<file path="src/rtl/uart_pkg.sv">
// rtl/uart_pkg.sv - shared types and constants for the UART packet deframer
package uart_pkg;

    typedef enum logic [2:0] {
        ST_HUNT,
        ST_LEN,
        ST_PAY,
        ST_CHK,
        ST_SEND
    } state_t;

    localparam logic [7:0] DEF_SYNC_BYTE = 8'hA5;
    localparam int         CHK_W         = 8;

endpackage

</file>
<file path="src/rtl/uart_pkt_rx_if.sv">
// rtl/uart_pkt_rx_if.sv - UART FIFO pop side plus validated payload byte stream
interface uart_pkt_rx_if #(
    parameter int LEN_W = 5
);
    logic             rx_empty;
    logic [7:0]       r_data;
    logic             rd_uart;
    logic [7:0]       pkt_data;
    logic             pkt_valid;
    logic             pkt_ready;
    logic             pkt_last;
    logic [LEN_W-1:0] pkt_len;
    logic             frame_ok;
    logic             len_err;
    logic             chk_err;
    logic             to_err;

    modport master (
        input  rx_empty, r_data, pkt_ready,
        output rd_uart, pkt_data, pkt_valid, pkt_last, pkt_len,
               frame_ok, len_err, chk_err, to_err
    );

    modport slave (
        output rx_empty, r_data, pkt_ready,
        input  rd_uart, pkt_data, pkt_valid, pkt_last, pkt_len,
               frame_ok, len_err, chk_err, to_err
    );
endinterface

</file>
<file path="src/rtl/uart_pkt_buf.sv">
// rtl/uart_pkt_buf.sv - payload register file, sync write, async read
module uart_pkt_buf #(
    parameter int DEPTH = 16,
    parameter int IDX_W = 4
) (
    input  logic             clk,
    input  logic             we,
    input  logic [IDX_W-1:0] waddr,
    input  logic [7:0]       wdata,
    input  logic [IDX_W-1:0] raddr,
    output logic [7:0]       rdata
);
    logic [7:0] mem [DEPTH];

    always_ff @(posedge clk) begin
        if (we) begin
            mem[waddr] <= wdata;
        end
    end

    assign rdata = mem[raddr];
endmodule

</file>
<file path="src/rtl/uart_pkt_rx.sv">
// rtl/uart_pkt_rx.sv - sync hunt, length/checksum validation and release of UART packets
module uart_pkt_rx
    import uart_pkg::*;
#(
    parameter logic [7:0] SYNC_BYTE = DEF_SYNC_BYTE,
    parameter int         MAX_LEN   = 16,
    parameter int         TO_CYC    = 65536
) (
    input logic           clk,
    input logic           rst,
    uart_pkt_rx_if.master bus
);
    localparam int LEN_W = $clog2(MAX_LEN + 1);
    localparam int IDX_W = (MAX_LEN > 1) ? $clog2(MAX_LEN) : 1;
    localparam int TO_W  = $clog2(TO_CYC + 1);
    localparam logic [TO_W-1:0] TO_LAST = TO_W'(TO_CYC - 1);

    state_t             state, state_d;
    logic [IDX_W-1:0]   idx, out_idx;
    logic [LEN_W-1:0]   pkt_len_q;
    logic [CHK_W-1:0]   acc;
    logic [CHK_W-1:0]   sum;
    logic [TO_W-1:0]    to_cnt;
    logic               frame_ok_q, len_err_q, chk_err_q;
    logic               pop, in_frame, expire, xfer;
    logic               len_ok, last_in, last_out;
    logic [7:0]         buf_rdata;

    // Popping stops in SEND so the next frame waits in the UART FIFO.
    assign pop      = !rst && !bus.rx_empty && (state != ST_SEND);
    assign in_frame = (state == ST_LEN) || (state == ST_PAY) || (state == ST_CHK);
    assign expire   = in_frame && !pop && (to_cnt == TO_LAST);
    assign xfer     = (state == ST_SEND) && bus.pkt_ready;
    assign sum      = acc + bus.r_data;
    assign len_ok   = (bus.r_data != 8'd0) && (int'(bus.r_data) <= MAX_LEN);
    assign last_in  = (LEN_W'(idx) == pkt_len_q - LEN_W'(1));
    assign last_out = (LEN_W'(out_idx) == pkt_len_q - LEN_W'(1));

    always_ff @(posedge clk or posedge rst) begin
        if (rst) begin
            state <= ST_HUNT;
        end else begin
            state <= state_d;
        end
    end

    always_comb begin
        state_d = state;
        case (state)
            ST_HUNT: if (pop && bus.r_data == SYNC_BYTE) state_d = ST_LEN;
            ST_LEN: begin
                if (pop)         state_d = len_ok ? ST_PAY : ST_HUNT;
                else if (expire) state_d = ST_HUNT;
            end
            ST_PAY: begin
                if (pop && last_in) state_d = ST_CHK;
                else if (expire)    state_d = ST_HUNT;
            end
            ST_CHK: begin
                if (pop)         state_d = (sum == '0) ? ST_SEND : ST_HUNT;
                else if (expire) state_d = ST_HUNT;
            end
            ST_SEND: if (xfer && last_out) state_d = ST_HUNT;
            default: state_d = ST_HUNT;
        endcase
    end

    always_ff @(posedge clk or posedge rst) begin
        if (rst) begin
            idx        <= '0;
            out_idx    <= '0;
            pkt_len_q  <= '0;
            acc        <= '0;
            to_cnt     <= '0;
            frame_ok_q <= 1'b0;
            len_err_q  <= 1'b0;
            chk_err_q  <= 1'b0;
        end else begin
            frame_ok_q <= (state == ST_CHK) && pop && (sum == '0);
            chk_err_q  <= (state == ST_CHK) && pop && (sum != '0);
            len_err_q  <= (state == ST_LEN) && pop && !len_ok;

            if (!in_frame || pop || expire) to_cnt <= '0;
            else                            to_cnt <= to_cnt + 1'b1;

            if (state == ST_LEN && pop && len_ok) begin
                pkt_len_q <= bus.r_data[LEN_W-1:0];
                acc       <= bus.r_data;
                idx       <= '0;
            end
            if (state == ST_PAY && pop) begin
                acc <= sum;
                idx <= idx + 1'b1;
            end
            if (state == ST_CHK && pop) out_idx <= '0;
            if (xfer) out_idx <= last_out ? '0 : out_idx + 1'b1;
        end
    end

    uart_pkt_buf #(
        .DEPTH (MAX_LEN),
        .IDX_W (IDX_W)
    ) u_buf (
        .clk   (clk),
        .we    (state == ST_PAY && pop),
        .waddr (idx),
        .wdata (bus.r_data),
        .raddr (out_idx),
        .rdata (buf_rdata)
    );

    assign bus.rd_uart   = pop;
    assign bus.pkt_valid = (state == ST_SEND);
    assign bus.pkt_data  = (state == ST_SEND) ? buf_rdata : 8'h00;
    assign bus.pkt_last  = (state == ST_SEND) && last_out;
    assign bus.pkt_len   = pkt_len_q;
    assign bus.frame_ok  = frame_ok_q;
    assign bus.len_err   = len_err_q;
    assign bus.chk_err   = chk_err_q;
    assign bus.to_err    = expire;
endmodule

</file>
<file path="src/flat_wrapper.sv">
// flat-port wrapper written by rule: the top's interface ports become plain ports
module uart_pkt_rx_flat import uart_pkg::*;
#(
    parameter logic [7:0] SYNC_BYTE = DEF_SYNC_BYTE,
    parameter int         MAX_LEN   = 16,
    parameter int         TO_CYC    = 65536
)
  (clk, rst, bus_rx_empty, bus_r_data, bus_pkt_ready, bus_rd_uart, bus_pkt_data, bus_pkt_valid, bus_pkt_last, bus_pkt_len, bus_frame_ok, bus_len_err, bus_chk_err, bus_to_err);
  uart_pkt_rx_if #(.LEN_W(5)) bus_i ();
  input logic clk;
  input logic rst;
  input wire logic [$bits(bus_i.rx_empty)-1:0] bus_rx_empty;
  input wire logic [$bits(bus_i.r_data)-1:0] bus_r_data;
  input wire logic [$bits(bus_i.pkt_ready)-1:0] bus_pkt_ready;
  output wire logic [$bits(bus_i.rd_uart)-1:0] bus_rd_uart;
  output wire logic [$bits(bus_i.pkt_data)-1:0] bus_pkt_data;
  output wire logic [$bits(bus_i.pkt_valid)-1:0] bus_pkt_valid;
  output wire logic [$bits(bus_i.pkt_last)-1:0] bus_pkt_last;
  output wire logic [$bits(bus_i.pkt_len)-1:0] bus_pkt_len;
  output wire logic [$bits(bus_i.frame_ok)-1:0] bus_frame_ok;
  output wire logic [$bits(bus_i.len_err)-1:0] bus_len_err;
  output wire logic [$bits(bus_i.chk_err)-1:0] bus_chk_err;
  output wire logic [$bits(bus_i.to_err)-1:0] bus_to_err;
  assign bus_i.rx_empty = bus_rx_empty;
  assign bus_i.r_data = bus_r_data;
  assign bus_i.pkt_ready = bus_pkt_ready;
  assign bus_rd_uart = bus_i.rd_uart;
  assign bus_pkt_data = bus_i.pkt_data;
  assign bus_pkt_valid = bus_i.pkt_valid;
  assign bus_pkt_last = bus_i.pkt_last;
  assign bus_pkt_len = bus_i.pkt_len;
  assign bus_frame_ok = bus_i.frame_ok;
  assign bus_len_err = bus_i.len_err;
  assign bus_chk_err = bus_i.chk_err;
  assign bus_to_err = bus_i.to_err;
  uart_pkt_rx #(.SYNC_BYTE(SYNC_BYTE), .MAX_LEN(MAX_LEN), .TO_CYC(TO_CYC)) u_core (.clk(clk), .rst(rst), .bus(bus_i));
endmodule
</file>
<file path="config.mk">
export PLATFORM = sky130hd
export DESIGN_NAME = uart_pkt_rx_flat
export DESIGN_NICKNAME = d
export VERILOG_FILES = /design/src/rtl/uart_pkg.sv /design/src/rtl/uart_pkt_rx_if.sv /design/src/rtl/uart_pkt_buf.sv /design/src/rtl/uart_pkt_rx.sv /design/src/flat_wrapper.sv
export SDC_FILE = /design/constraint.sdc
export NUM_CORES = 1
export LEC_CHECK = 0
export BUFFER_PORTS_ARGS = -buffer_cell sky130_fd_sc_hd__buf_2
export CORE_UTILIZATION = 38
export CTS_CLUSTER_DIAMETER = 60
export DETAILED_ROUTE_END_ITERATION = 8
export SLEW_MARGIN = 40
export SYNTH_ARGS = -nofsm -noshare
export SYNTH_HDL_FRONTEND = slang
export SYNTH_HIERARCHICAL = 1
export SYNTH_SLANG_ARGS = --single-unit
export TNS_END_PERCENT = 20
</file>
<file path="constraint.sdc">
create_clock -name clk -period 5.4 [get_ports clk]
set_input_delay 1.08 -clock clk [delete_from_list [all_inputs] [get_ports clk]]
set_output_delay 1.08 -clock clk [all_outputs]
set_load 0.05 [all_outputs]
</file>
Yosys cells after proc, flatten, opt, wreduce, memory -nomap -nowiden
Memory sizes are Yosys's and may differ from the RTL's.
Cells that the tools add are included.
{"block": "op_classes", "n_addsub": 5, "mul": 0, "n_div": 0, "order_cmp": 1, "n_eq_ne": 11, "shift": 0, "n_mux": 20, "bitwise": 0, "reduce_logical": 33}
{"cell": "2-to-1 mux 8 bit", "n": 3}
{"cell": "2-to-1 mux 3 bit", "n": 7}
{"cell": "2-to-1 mux 4 bit", "n": 5}
{"cell": "adder 17 x 1 -> 17 bit, second input constant", "n": 1}
{"cell": "equality test 17 x 16 -> 1 bit, second input constant", "n": 1}
{"cell": "logical AND 1 bit", "n": 17}
{"cell": "2-to-1 mux 17 bit", "n": 1}
{"cell": "nonzero test 8 bit", "n": 2}
{"cell": "one-hot mux 3 bit (5 select lines)", "n": 1}
{"cell": "equality test 4 x 5 -> 1 bit", "n": 2}
{"cell": "adder 4 x 1 -> 4 bit, second input constant", "n": 2}
{"cell": "adder 8 bit", "n": 1}
{"cell": "equality test 8 bit, second input constant", "n": 1}
{"cell": "less-or-equal comparator 8 x 5 -> 1 bit, second input constant", "n": 1}
{"cell": "zero test 8 bit", "n": 1}
{"cell": "equality test 3 x 2 -> 1 bit, second input constant", "n": 2}
{"cell": "zero test 1 bit", "n": 5}
{"cell": "subtractor 5 x 1 -> 5 bit, second input constant", "n": 1}
{"cell": "logical OR 1 bit", "n": 4}
{"cell": "!= test 2 x 1 -> 1 bit, second input constant", "n": 2}
{"cell": "nonzero test 2 bit", "n": 2}
{"cell": "equality test 3 x 1 -> 1 bit, second input constant", "n": 1}
{"cell": "equality test 3 bit, second input constant", "n": 1}
{"cell": "zero test 3 bit", "n": 1}
{"cell": "other kinds (4)", "n": 5}
{"block": "word_totals", "ff_bits": 44, "latchBits": 0, "mem_bits_rw": 128, "mem_bits_ro": 0, "in_bits": 12, "elab_cells": 80, "mem_count": 1}
{"memory": "u_core.u_buf.mem", "words": 16, "width": 8, "read_ports": 1, "rd_clocked_by_memory_dff": 0, "write_ports": 1, "line_no": "uart_pkt_buf.sv:13", "text": "logic [7:0] mem [DEPTH];"}

Depth between registers and ports, before layout
Gate-level depths: netlist of the first run.
{"block": "depth", "depth_word": 9, "ltp_mapped": 10, "ltp_nobuf": 9}

Hierarchy
Netlist of the first run, hierarchy kept.
{"mod": "uart_pkt_buf", "n_inst": 1, "cells_per_inst": 221, "area_each_um2": 4987.3, "seq_area_each_um2": 3843.7}
{"mod": "uart_pkt_rx", "n_inst": 1, "cells_per_inst": 272, "area_each_um2": 2641.3, "seq_area_each_um2": 1101.1}

Worst setup path before layout of the first run
OpenSTA, ideal clock, no wires.
{"block": "synth_timing", "path_type": "register -> output", "startpoint": "register u_core.to_cnt[0]", "endpoint": "output port bus_to_err", "t_arrival_ns": 3.031, "t_required_ns": 4.320, "slack_ns": 1.289, "path_stages_with_launch": 8, "n_path_buf": 0, "cell_sequence": "dfrtp_1 ha_1 and3_1 nand4_1 nor2_1 and3_1 ha_1 nor4b_1"}
{"block": "synth_via", "elab_chain_len": 2}
{"element": "start, declared", "line_no": "uart_pkt_rx.sv:23", "text": "logic [TO_W-1:0] to_cnt;"}
{"element": "start signal, assigned", "line_no": "uart_pkt_rx.sv:84", "text": "else to_cnt <= to_cnt + 1'b1;"}
{"element": "equality test 17 x 16 -> 1 bit", "line_no": "uart_pkt_rx.sv:32", "text": "assign expire = in_frame && !pop && (to_cnt == TO_LAST);"}
{"element": "logical AND 1 bit", "line_no": "uart_pkt_rx.sv:32"}
{"element": "end, declared", "line_no": "flat_wrapper.sv:23", "text": "output wire logic [$bits(bus_i.to_err)-1:0] bus_to_err;"}
No other way between the ends.

Worst setup path in the final report of the first run
{"block": "layout_timing", "startpoint": "register u_core.out_idx[0]", "endpoint": "output port bus_pkt_data[7]"}
{"block": "layout_via", "elab_chain_len": 2}
{"element": "start, declared", "line_no": "uart_pkt_rx.sv:19", "text": "logic [IDX_W-1:0] idx, out_idx;"}
{"element": "start signal, assigned", "line_no": "uart_pkt_rx.sv:96", "text": "if (xfer) out_idx <= last_out ? '0 : out_idx + 1'b1;"}
{"element": "memory read (16 x 8 bit)"}
{"element": "named net u_core.buf_rdata[7]", "line_no": "uart_pkt_rx.sv:27", "text": "logic [7:0] buf_rdata;"}
{"element": "2-to-1 mux 8 bit", "line_no": "uart_pkt_rx.sv:114", "text": "assign bus.pkt_data = (state == ST_SEND) ? buf_rdata : 8'h00;"}
{"element": "end, declared", "line_no": "flat_wrapper.sv:16", "text": "output wire logic [$bits(bus_i.pkt_data)-1:0] bus_pkt_data;"}
The timed path passes the listed nets, and every way through them passes these cells.

==> metrics.txt, run 1 <==
actual slew at the worst max-slew pin approximately 830 ps; antenna-violating nets left 0; f_max around 260 MHz; Max clock buf depth 2; Distinct cells, synth 60; Met1 Wirelength about 7600 µm; Pins Over Slew Limit 0; TritonCTS Sinks 172; CTS Buf Count 17; final setup vio count 0; layout cell share with drive strength beyond 1 between 20% and 30%; period utilization a little over two thirds; Worst IR Drop VDD between 200 and 250 µV; post-detail-place hpwl roughly 11000 µm; status complete, no violations; initial antenna violation count 0; Core Rows 51; Max-cap violations 0; Ys Warns 6; Tot GR Track Use between 10% and 20%; multi-input logic area ~2500 µm²; port buffer count 31; DIE AREA approximately 21000 µm²; largest net degree at the start of global routing 28; Worst setup SP type flop; syn_nets approximately 520; RSZ-0062 raised after global routing no; clk slew on worst S/H paths 60 ps; CTS Root Cell clkbuf_16; via count of the first global-routing pass between 4000 and 5000; final count of hold timing violations 0; Die H between 100 and 150 µm; total routed wirelength approximately 16000 µm; wire length on met3 between 800 and 900 µm; Pleak approximately 3 nW; routed vias/inst about 5.4; first-pass GRT wire length 25600 µm; ys async rst share 25.6%; critical path endpoint category output pin; Reg area about 4900 µm²; io pins 32; Setup CP Type reg -> out; CTS tree done; Worst Hold Class reg -> reg; Max Used Layer met4; Mapped Area between 7000 and 8000 µm²; critical path arrival between 2000 and 3000 ps; number of synthesized flops with an enable pin ~130; DRT Pass-1 Iters 5; worst clock skew approximately 9.3 ps; P per Cell Area a little over 300 nW/µm²; minimum clock period 3810 ps; Critical Path RT between 4000 and 5000 ps; final total power 2.67 mW; core area roughly 20000 µm²; wire length on met2 just under 8000 µm; fin nets 560; CTS resizes 0; Post-CTS Setup Bufs 0; DIE WIDTH around 140 µm; number of synthesized register bits about 170; Routed WL per cell just over 20 µm; GRT Residual Overflow 0; Clock Latency Late Sink around 420 ps; drt drc 0; post-synthesis sequential area ratio 64.8%; area grow syn2layout 13.4%; drt first-iter violations between 300 and 400; hold_buf cts 0; initial core utilization between 30% and 40%; htree depth 4; CP max FO 27; Max-slew headroom about 44%; Post-synth top flop edfxtp_1; TNS Setup 0 ps; GPL Wtd Cong 0.798; detailed-route via count approximately 4400; Cells after Synth between 400 and 500; Avg Synthesized Cell Area approximately 15 µm²; filler cell count roughly 1700
## layout by cell type (no fill, tap or decap), drive strengths merged, types with 3 or more instances in the layout
| master | instances |
|---|---|
| a21oi | 10 |
| nand2 | 27 |
| nand2b | 4 |
| a221o | 3 |
| xor2 | 13 |
| clkinv | 5 |
| nor2 | 42 |
| nand4 | 5 |
| nor2b | 3 |
| dfrtp | 44 |
| inv | 19 |
| mux2 | 4 |
| mux4 | 32 |
| buf | 39 |
| a21o | 5 |
| o211ai | 4 |
| nor3b | 3 |
| nand3 | 11 |
| edfxtp | 128 |
| and2 | 13 |
| nor3 | 14 |
| xnor2 | 16 |
| and4 | 3 |
| ha | 12 |
| nand3b | 4 |
| clkbuf | 18 |
| o21ai | 13 |
| a22oi | 16 |
| or4 | 3 |
| or3 | 4 |
## cells by family after synthesis
group	count (synthesis)	share of synthesized area, %
buf+inv	30	2.33
simple gates	147	10.2
mux	36	10.7
compound gates	65	6.05
flops	172	64.8
xor+xnor	30	3.62
fa+ha+maj	13	2.23
## through the flow
stage	hold slack, ps	worst slack, ps	cells	instance area, µm²	utilization, %
6_report	482	1590	813	8650	44.2
5_1_grt	514	1350	812	8650	44.2
3_5_place_dp	481	1780	781	8070	41.2
2_1_floorplan	448	1290	493	7630	-
4_1_cts	490	1310	812	8640	44.1
3_3_place_gp	477	1770	781	8050	41.1
## where the power goes
part           switching (mW)  total (mW)  internal (mW)
combinational          0.0444      0.0569         0.0125
clock                   0.509        1.19          0.683
sequential           0.000752        1.42           1.42
total                   0.554        2.67           2.12
## synthesized netlist by cell type (3+ instances only)
master	n	area (µm²)
o211ai_1	3	22.5
a21oi_1	10	50.1
nor3b_1	3	22.5
nand3b_1	4	30.0
nor2b_1	3	18.8
nand2_1	27	101
or3_1	4	25.0
nor2_1	41	154
dfrtp_1	44	1100
nor3_1	13	65.1
and2_1	13	81.3
and4_1	3	26.3
mux4_1	14	368
buf_2	4	20.0
a21o_1	5	37.5
xor2_1	13	114
nand4_1	5	31.3
nand3_1	10	50.1
edfxtp_1	128	3840
o21ai_0	12	60.1
nand2b_1	4	25.0
inv_1	14	52.6
mux2_2	4	45.0
mux4_2	18	405
clkbuf_1	3	11.3
clkdlybuf4s25_2	3	30.0
a22oi_1	16	120
buf_6	5	56.3
xnor2_1	16	140
ha_1	12	150
a221o_1	3	30.0
## sequential cells by signal, summed over array words and instances, names as in the netlist
name and cells:
u_core/bus.len_err 1, u_core/idx 4, u_core/bus.pkt_len 5, u_core/bus.frame_ok 1, u_core/acc 8, u_core/out_idx 4, u_core/bus.chk_err 1, u_core/to_cnt 17
u_core/state 3, u_core/u_buf/mem 128
## per-layer routing
layer,track usage [%],vias to the layer above
met1,23.4,2243
met3,4.27,14
met4,4.54,0
li1,-,1992
met2,28.1,135
met5,0,-
## path summary, 6_finish.rpt
check	from	to	slack [ps]	depth (start not counted)
min	u_core/to_cnt[0]$_DFF_PP0_	u_core/to_cnt[0]$_DFF_PP0_	480	1
max	u_core/out_idx[0]$_DFFE_PP0P_	bus_pkt_data[7]	1590	6
max in group asynchronous	rst	u_core/out_idx[0]$_DFFE_PP0P_	3990	3
min in group asynchronous	rst	u_core/bus.len_err$_DFF_PP0_	710	2
min reg2reg	u_core/to_cnt[0]$_DFF_PP0_	u_core/to_cnt[0]$_DFF_PP0_	480	1
max reg2reg	u_core/state[2]$_DFFE_PP0P_	u_core/u_buf/mem[3][7]$_DFFE_PP_	2640	5
## area by class of cell
type | instances | area share [%]
Inverter | 14 | 0.607
Sequential cell | 172 | 57.2
Clock inverter | 13 | 1.62
Multi-Input combinational cell | 291 | 29.3
Tap cell | 265 | 3.83
Timing Repair Buffer | 39 | 2.49
Antenna cell | 1 | 0.0289
Clock buffer | 18 | 4.96
## critical path, stage by stage (launching register included)
cell	delay, ps
dfrtp_4	740
buf_4	330
mux4_2	520
a22oi_1	220
nand2_1	90
and2_1	180
buf_2	220
Note: power is estimated with default switching activity, not from simulation.
==> run 2, diff against run 1 <==
==> constraint.sdc (replaced) <==
create_clock -name clk -period 3.65 [get_ports clk]
set_input_delay 0.73 -clock clk [delete_from_list [all_inputs] [get_ports clk]]
set_output_delay 0.73 -clock clk [all_outputs]
set_load 0.05 [all_outputs]
==> run 2 against run 1 <==
Global-route usage up 0.53 points. Largest power group unchanged. Critical path depth grew 2. Non-clock buffer count up 14. Die area unchanged. Power grew 55%. First-iteration DRC count down 22%. Final cell count is 1.7% higher.
==> metrics.txt, run 2 (same netlist as run 1, synthesis figures left out) <==
status complete, no violations; Crit-path slowest cell dfrtp_1; TritonCTS Sinks 172 (unchanged); Final WS setup 284 ps (-1300 ps); Max clock buf depth 2 (unchanged); CTS Root Cell clkbuf_16; multi-input logic area 2510 µm² (-0.74%); commonest non-fill, non-tap cell in the layout edfxtp_1; Final Cell Area 8830 µm² (+2.0%); critical path arrival 2640 ps (-90 ps); placed inst area 8190 µm² (+1.5%); Worst IR Drop VDD 326 µV (+51%); Core Rows 51 (unchanged); RSZ-0062 raised after global routing no; Critical Path RT 2920 ps (-1400 ps); period utilization between 90% and 100%; Reg area 4950 µm² (about the same); crit-path cells ha_1 -> and3_1 -> nand4_1 -> nor2_1 -> and3_1 -> ha_1 -> nor4b_2 -> buf_2; final setup vio count 0 (unchanged); Tot GR Track Use 17.9% (+0.53 points); largest net degree at the start of global routing 37 (+32%); DP Cell Count 795 (+1.8%); CP max stage delay 380 ps (-360 ps); DRT Pass-1 Iters 4 (-1); port buffer count 31 (unchanged); DIE AREA 20600 µm² (unchanged); Routed WL per cell 20.1 µm (-0.24%); htree depth 4 (unchanged); register with the most flip-flops u_core/u_buf/mem; clk slew on worst S/H paths 70 ps (about the same); worst clock skew 12.1 ps (+2.73 ps); Max-cap violations 0 (unchanged); antenna-violating nets left 0 (unchanged); Clock Latency Late Sink 430 ps (about the same); actual slew at the worst max-slew pin 764 ps (-66.3 ps); final count of hold timing violations 0 (unchanged); layout cell share with drive strength beyond 1 21.4% (+0.69 points); Largest regs u_core/u_buf/mem x128, u_core/to_cnt x17, u_core/acc x8; drt drc 0 (unchanged); Post-CTS Setup Bufs 0 (unchanged); Worst setup SP type flop; P per Cell Area 469 nW/µm² (+52%); Top Family by Delay on Critical Path simple AND/OR/NAND/NOR gates; TNS Setup 0 ps (unchanged); drt first-iter violations 251 (-22%); fin nets 574 (+2.5%); core area 19600 µm² (unchanged); first-pass GRT wire length 26600 µm (+3.9%); GPL Wtd Cong 0.889 (+11%); antenna cells 0 (-1); critical path endpoint category output pin; max reg flops 128 (unchanged); filler cell count 1783 (+2.5%); Setup CP Type reg -> out; worst slack at placement 691 ps (-1080 ps); via count of the first global-routing pass 4643 (+2.8%); CTS tree done; area grow syn2layout 15.7%; commonest cells after routing, fill and taps aside 128 x edfxtp_1, 43 x dfrtp_1, 41 x nor2_1, 31 x buf_2, 27 x nand2_1; CTS Buf Count 17 (unchanged); DIE WIDTH 144 µm (unchanged); routed vias/inst 5.34 (-0.89%); f_max 297 MHz; Worst Path Buf+Inv 1 (-1); Worst Hold Class in -> async; Pins Over Slew Limit 0 (unchanged); minimum clock period approximately 3400 ps; initial core utilization 38.9% (unchanged); Pleak 3.18 nW (+3.5%); initial antenna violation count 0 (unchanged); CTS resizes 0 (unchanged); total routed wirelength 16700 µm (+1.5%); hold_buf cts 0 (unchanged); R2R setup slack 890 ps (-1750 ps); final cell count without fillers 827 (+1.7%); io pins 32 (unchanged); Max-slew headroom 48.9% (+4.4 points); detailed-route via count 4420 (+0.82%); CP max FO 6 (-78%); Die H 144 µm (unchanged); final core occ 45.1% (+0.89 points); post-detail-place hpwl 10900 µm (+0.92%); GRT Residual Overflow 0 (unchanged)
[run 2: changes by cell type in the layout (fill, tap and decap cells not counted), sizes merged]
cell | previous run | this run
clkinv | 5 | 6
inv | 19 | 17
bufinv | 2 | 4
diode | 1 | 0
buf | 39 | 53
[run 2: report_power, final]
| group | switching [mW] | total (mW) | leakage [nW] | internal [mW] |
|---|---|---|---|---|
| sequential | 0.00112 | 2.10 | 1.75 | 2.10 |
| combinational | 0.0675 | 0.0882 | 1.11 | 0.0207 |
| clock | 0.784 | 1.95 | 0.310 | 1.16 |
| total | 0.853 | 4.14 | 3.18 | 3.29 |
[run 2: final timing paths]
check / from / end / depth (start not counted)
worst max-delay path: u_core/to_cnt[0]$_DFF_PP0_ / bus_to_err / 8
worst min-delay path: rst / u_core/state[1]$_DFFE_PP0P_ / 2
worst max register to register: u_core/to_cnt[0]$_DFF_PP0_ / u_core/to_cnt[10]$_DFF_PP0_ / 8
worst min register to register: u_core/to_cnt[0]$_DFF_PP0_ / u_core/to_cnt[0]$_DFF_PP0_ / 1
max in group asynchronous: rst / u_core/out_idx[0]$_DFFE_PP0P_ / 3
min in group clk: u_core/to_cnt[0]$_DFF_PP0_ / u_core/to_cnt[0]$_DFF_PP0_ / 1
[run 2: metal layers]
metal | vias to the layer above | track usage, % | share of wire (%)
met5 | - | 0 | 0
met4 | 0 | 6.44 | 0.41
met3 | 4 | 3.47 | 4.8
met2 | 90 | 27.3 | 47
met1 | 2307 | 25.4 | 48
li1 | 2019 | - | -
[run 2: worst reg2reg max path, cell delays in order, from the launching register on]
cell	delay (ps)
dfrtp_1	410
ha_1	240
and3_1	230
nand4_1	210
nor2_1	110
and3_1	190
ha_1	210
or4_1	820
a21oi_1	250
[run 2: area by class of cell]
cell class | count | share of cell area (%)
flip-flops and latches | 172 | 56.0
multi-input cells | 291 | 28.5
clock buffers | 18 | 4.86
repair buffers | 53 | 3.91
well taps | 265 | 3.76
clock inverters | 14 | 2.38
inverters | 14 | 0.595
[run 2: stage by stage]
step	total power [mW]	hold WS (ps)
5_1_grt	4.26	262
4_1_cts	4.19	247
3_5_place_dp	2.24	470
6_report	4.14	261
3_3_place_gp	2.23	473
2_1_floorplan	2.18	448
==> run 3, diff against run 2 <==
--- a/config.mk
+++ b/config.mk
@@ -9,6 +9,7 @@
 export CORE_UTILIZATION = 38
 export CTS_CLUSTER_DIAMETER = 60
 export DETAILED_ROUTE_END_ITERATION = 8
+export PLACE_DENSITY = 0.63
 export SLEW_MARGIN = 40
 export SYNTH_ARGS = -nofsm -noshare
 export SYNTH_HDL_FRONTEND = slang
==> run 3 against run 2 <==
Routed wire length fell by 3.4%. Hold slack improved by 130 ps. Flip-flop and latch count unchanged. Count of clock-buffer cells in the layout unchanged. Sequential power barely moved. Via count grew 0.48%. Fmax about the same. Final cell count rose by 0.36%. Die area did not move. Clock power down 5%. Power decreased by 2.2%. Non-clock buffer count up 3. Highest routed layer is now met5.
==> metrics.txt, run 3 (same netlist as run 1, synthesis figures left out) <==
actual slew at the worst max-slew pin 724 ps (-40.2 ps); antenna cells 0 (unchanged); Crit. Startpoint u_core/to_cnt[0]$_DFF_PP0_; fin nets 577 (+0.52%); critical path endpoint category output pin; DRT Pass-1 Iters 4 (unchanged); met1 usage 23.8% (-1.6 points); GPL Wtd Cong 0.818 (-8.0%); first-pass GRT wire length 25300 µm (-4.7%); RSZ-0062 raised after global routing no; Pins Over Slew Limit 0 (unchanged); Largest regs u_core/u_buf/mem x128, u_core/to_cnt x17, u_core/acc x8; Core Rows 51 (unchanged); register with the most flip-flops u_core/u_buf/mem; Max-cap violations 0 (unchanged); io pins 32 (unchanged); DP Cell Count 798 (+0.38%); Worst Hold Class in -> async; minimum clock period 3370 ps (+1.47 ps); Clock Latency Late Sink 420 ps (about the same); initial core utilization 38.9% (unchanged); area grow syn2layout 15.6% (about the same); CTS resizes 0 (unchanged); post-detail-place hpwl 10700 µm (-2.4%); drt first-iter violations 333 (+33%); initial antenna violation count 1 (+1); period utilization 92.3% (about the same); clock power share 45.9% (-1.1 points); Flop pwr share 52.0% (+1.2 points); TritonCTS Sinks 172 (unchanged); placed inst area 8210 µm² (+0.28%); routing usage on met2 26.8% (-0.56 points); detailed-route via count 4441 (+0.48%); R2R Path Start u_core/to_cnt[0]$_DFF_PP0_; via count of the first global-routing pass 4542 (-2.2%); filler cell count 1750 (-1.9%); status complete, no violations; clk slew on worst S/H paths 70 ps (about the same); GRT Max-Usage Layer met2; GRT Residual Overflow 0 (unchanged); R2R setup slack 910 ps (+20 ps); commonest non-fill, non-tap cell in the layout edfxtp_1; Max clock buf depth 2 (unchanged); Setup CP Type reg -> out; CTS tree done; Max-slew headroom 51.6% (+2.7 points); largest net degree at the start of global routing 33 (-11%); Pint 3.22 mW (-2.1%); max reg flops 128 (unchanged); Post-CTS Setup Bufs 0 (unchanged); CTS Buf Count 17 (unchanged); worst reg2reg path depth 8 (unchanged); total routed wirelength 16100 µm (-3.4%); CTS Root Cell clkbuf_16; final count of hold timing violations 0 (unchanged); Final Cell Area 8820 µm² (about the same); Worst IR Drop VDD 316 µV (-3.2%); Setup crit end bus_to_err; layout cell share with drive strength beyond 1 21.8% (+0.42 points); DIE WIDTH 144 µm (unchanged); Worst setup SP type flop; htree depth 4 (unchanged); hold_buf cts 0 (unchanged); antenna-violating nets left 0 (unchanged); Tot GR Track Use 17.1% (-0.80 points); Critical Path RT 2920 ps (about the same); commonest cells after routing, fill and taps aside 128 x edfxtp_1, 43 x dfrtp_1, 41 x nor2_1, 31 x buf_2, 27 x nand2_1; final setup vio count 0 (unchanged); critical path arrival 2640 ps (about the same); R2R Path End u_core/to_cnt[9]$_DFF_PP0_; routed vias/inst 5.35 (+0.11%); drt drc 0 (unchanged); Pleak 3.19 nW (+0.25%); port buffer count 31 (unchanged); met3 GRT Util 4.23% (+0.77 points); Psw 832 µW (-2.5%); Routed WL per cell 19.4 µm (-3.8%); P per Cell Area 459 nW/µm² (-2.1%); DIE AREA 20600 µm² (unchanged); final cell count without fillers 830 (+0.36%); switching part of the total power 20.5% (-0.054 points); core area 19600 µm² (unchanged); TNS Setup 0 ps (unchanged); Die H 144 µm (unchanged); f_max 297 MHz (about the same); combinational power share 2.1% (about the same); CP max FO 6 (unchanged); worst clock skew 7.78 ps (-4.30 ps)
==> run 3: critical path: stages (launching register included) <==
cell and delay (ps):
dfrtp_1 400, ha_1 210, and3_1 240, nand4_1 250, nor2_1 230, and3_1 180, ha_1 190, nor4b_2 210
buf_2 300
==> run 3: through the flow <==
| step | utilization (%) | hold slack, ps | power [mW] | setup slack [ps] |
|---|---|---|---|---|
| 2_1_floorplan | - | 448 | 2.18 | 596 |
| 3_3_place_gp | 41.9 | 468 | 2.23 | 781 |
| 3_5_place_dp | 41.9 | 478 | 2.23 | 712 |
| 4_1_cts | 45.0 | 437 | 4.09 | 238 |
| 5_1_grt | 45.0 | 416 | 4.18 | 98.4 |
| 6_report | 45.0 | 389 | 4.05 | 282 |
==> run 3: layout make-up <==
| class | count | area (µm²) | area share, % |
|---|---|---|---|
| clock inverters | 14 | 180 | 2.04 |
| clock buffers | 18 | 429 | 4.87 |
| repair buffers | 56 | 368 | 4.17 |
| well taps | 265 | 332 | 3.76 |
| inverters | 14 | 52.6 | 0.596 |
| multi-input cells | 291 | 2510 | 28.5 |
| flip-flops and latches | 172 | 4950 | 56.1 |
==> run 3: metal layers <==
layer,vias up,wire [µm]
met1,2282,7440
li1,2023,-
met3,10,853
met2,124,7650
met4,2,122
met5,-,9
==> run 3: worst min-delay path by stage <==
stage / start / cells after the start / to / slack, ps
floorplan: u_core/to_cnt[0]$_DFF_PP0_ / 1 / u_core/to_cnt[0]$_DFF_PP0_ / 450
global placement: u_core/to_cnt[0]$_DFF_PP0_ / 1 / u_core/to_cnt[0]$_DFF_PP0_ / 470
detailed placement: u_core/acc[4]$_DFFE_PP0P_ / 1 / u_core/acc[4]$_DFFE_PP0P_ / 480
CTS: rst / 2 / u_core/to_cnt[3]$_DFF_PP0_ / 440
global route: rst / 2 / u_core/to_cnt[0]$_DFF_PP0_ / 420
finish: rst / 2 / u_core/to_cnt[0]$_DFF_PP0_ / 390
==> run 3: power by group through the flow <==
stage / clock (mW) / sequential, mW / combinational [mW]
final: 1.86 / 2.10 / 0.0857
after global routing: 1.98 / 2.10 / 0.0950
after CTS: 1.90 / 2.10 / 0.0865
after detailed placement: 0 / 2.15 / 0.0863
after global placement: 0 / 2.15 / 0.0826
after floorplan: 0 / 2.15 / 0.0331
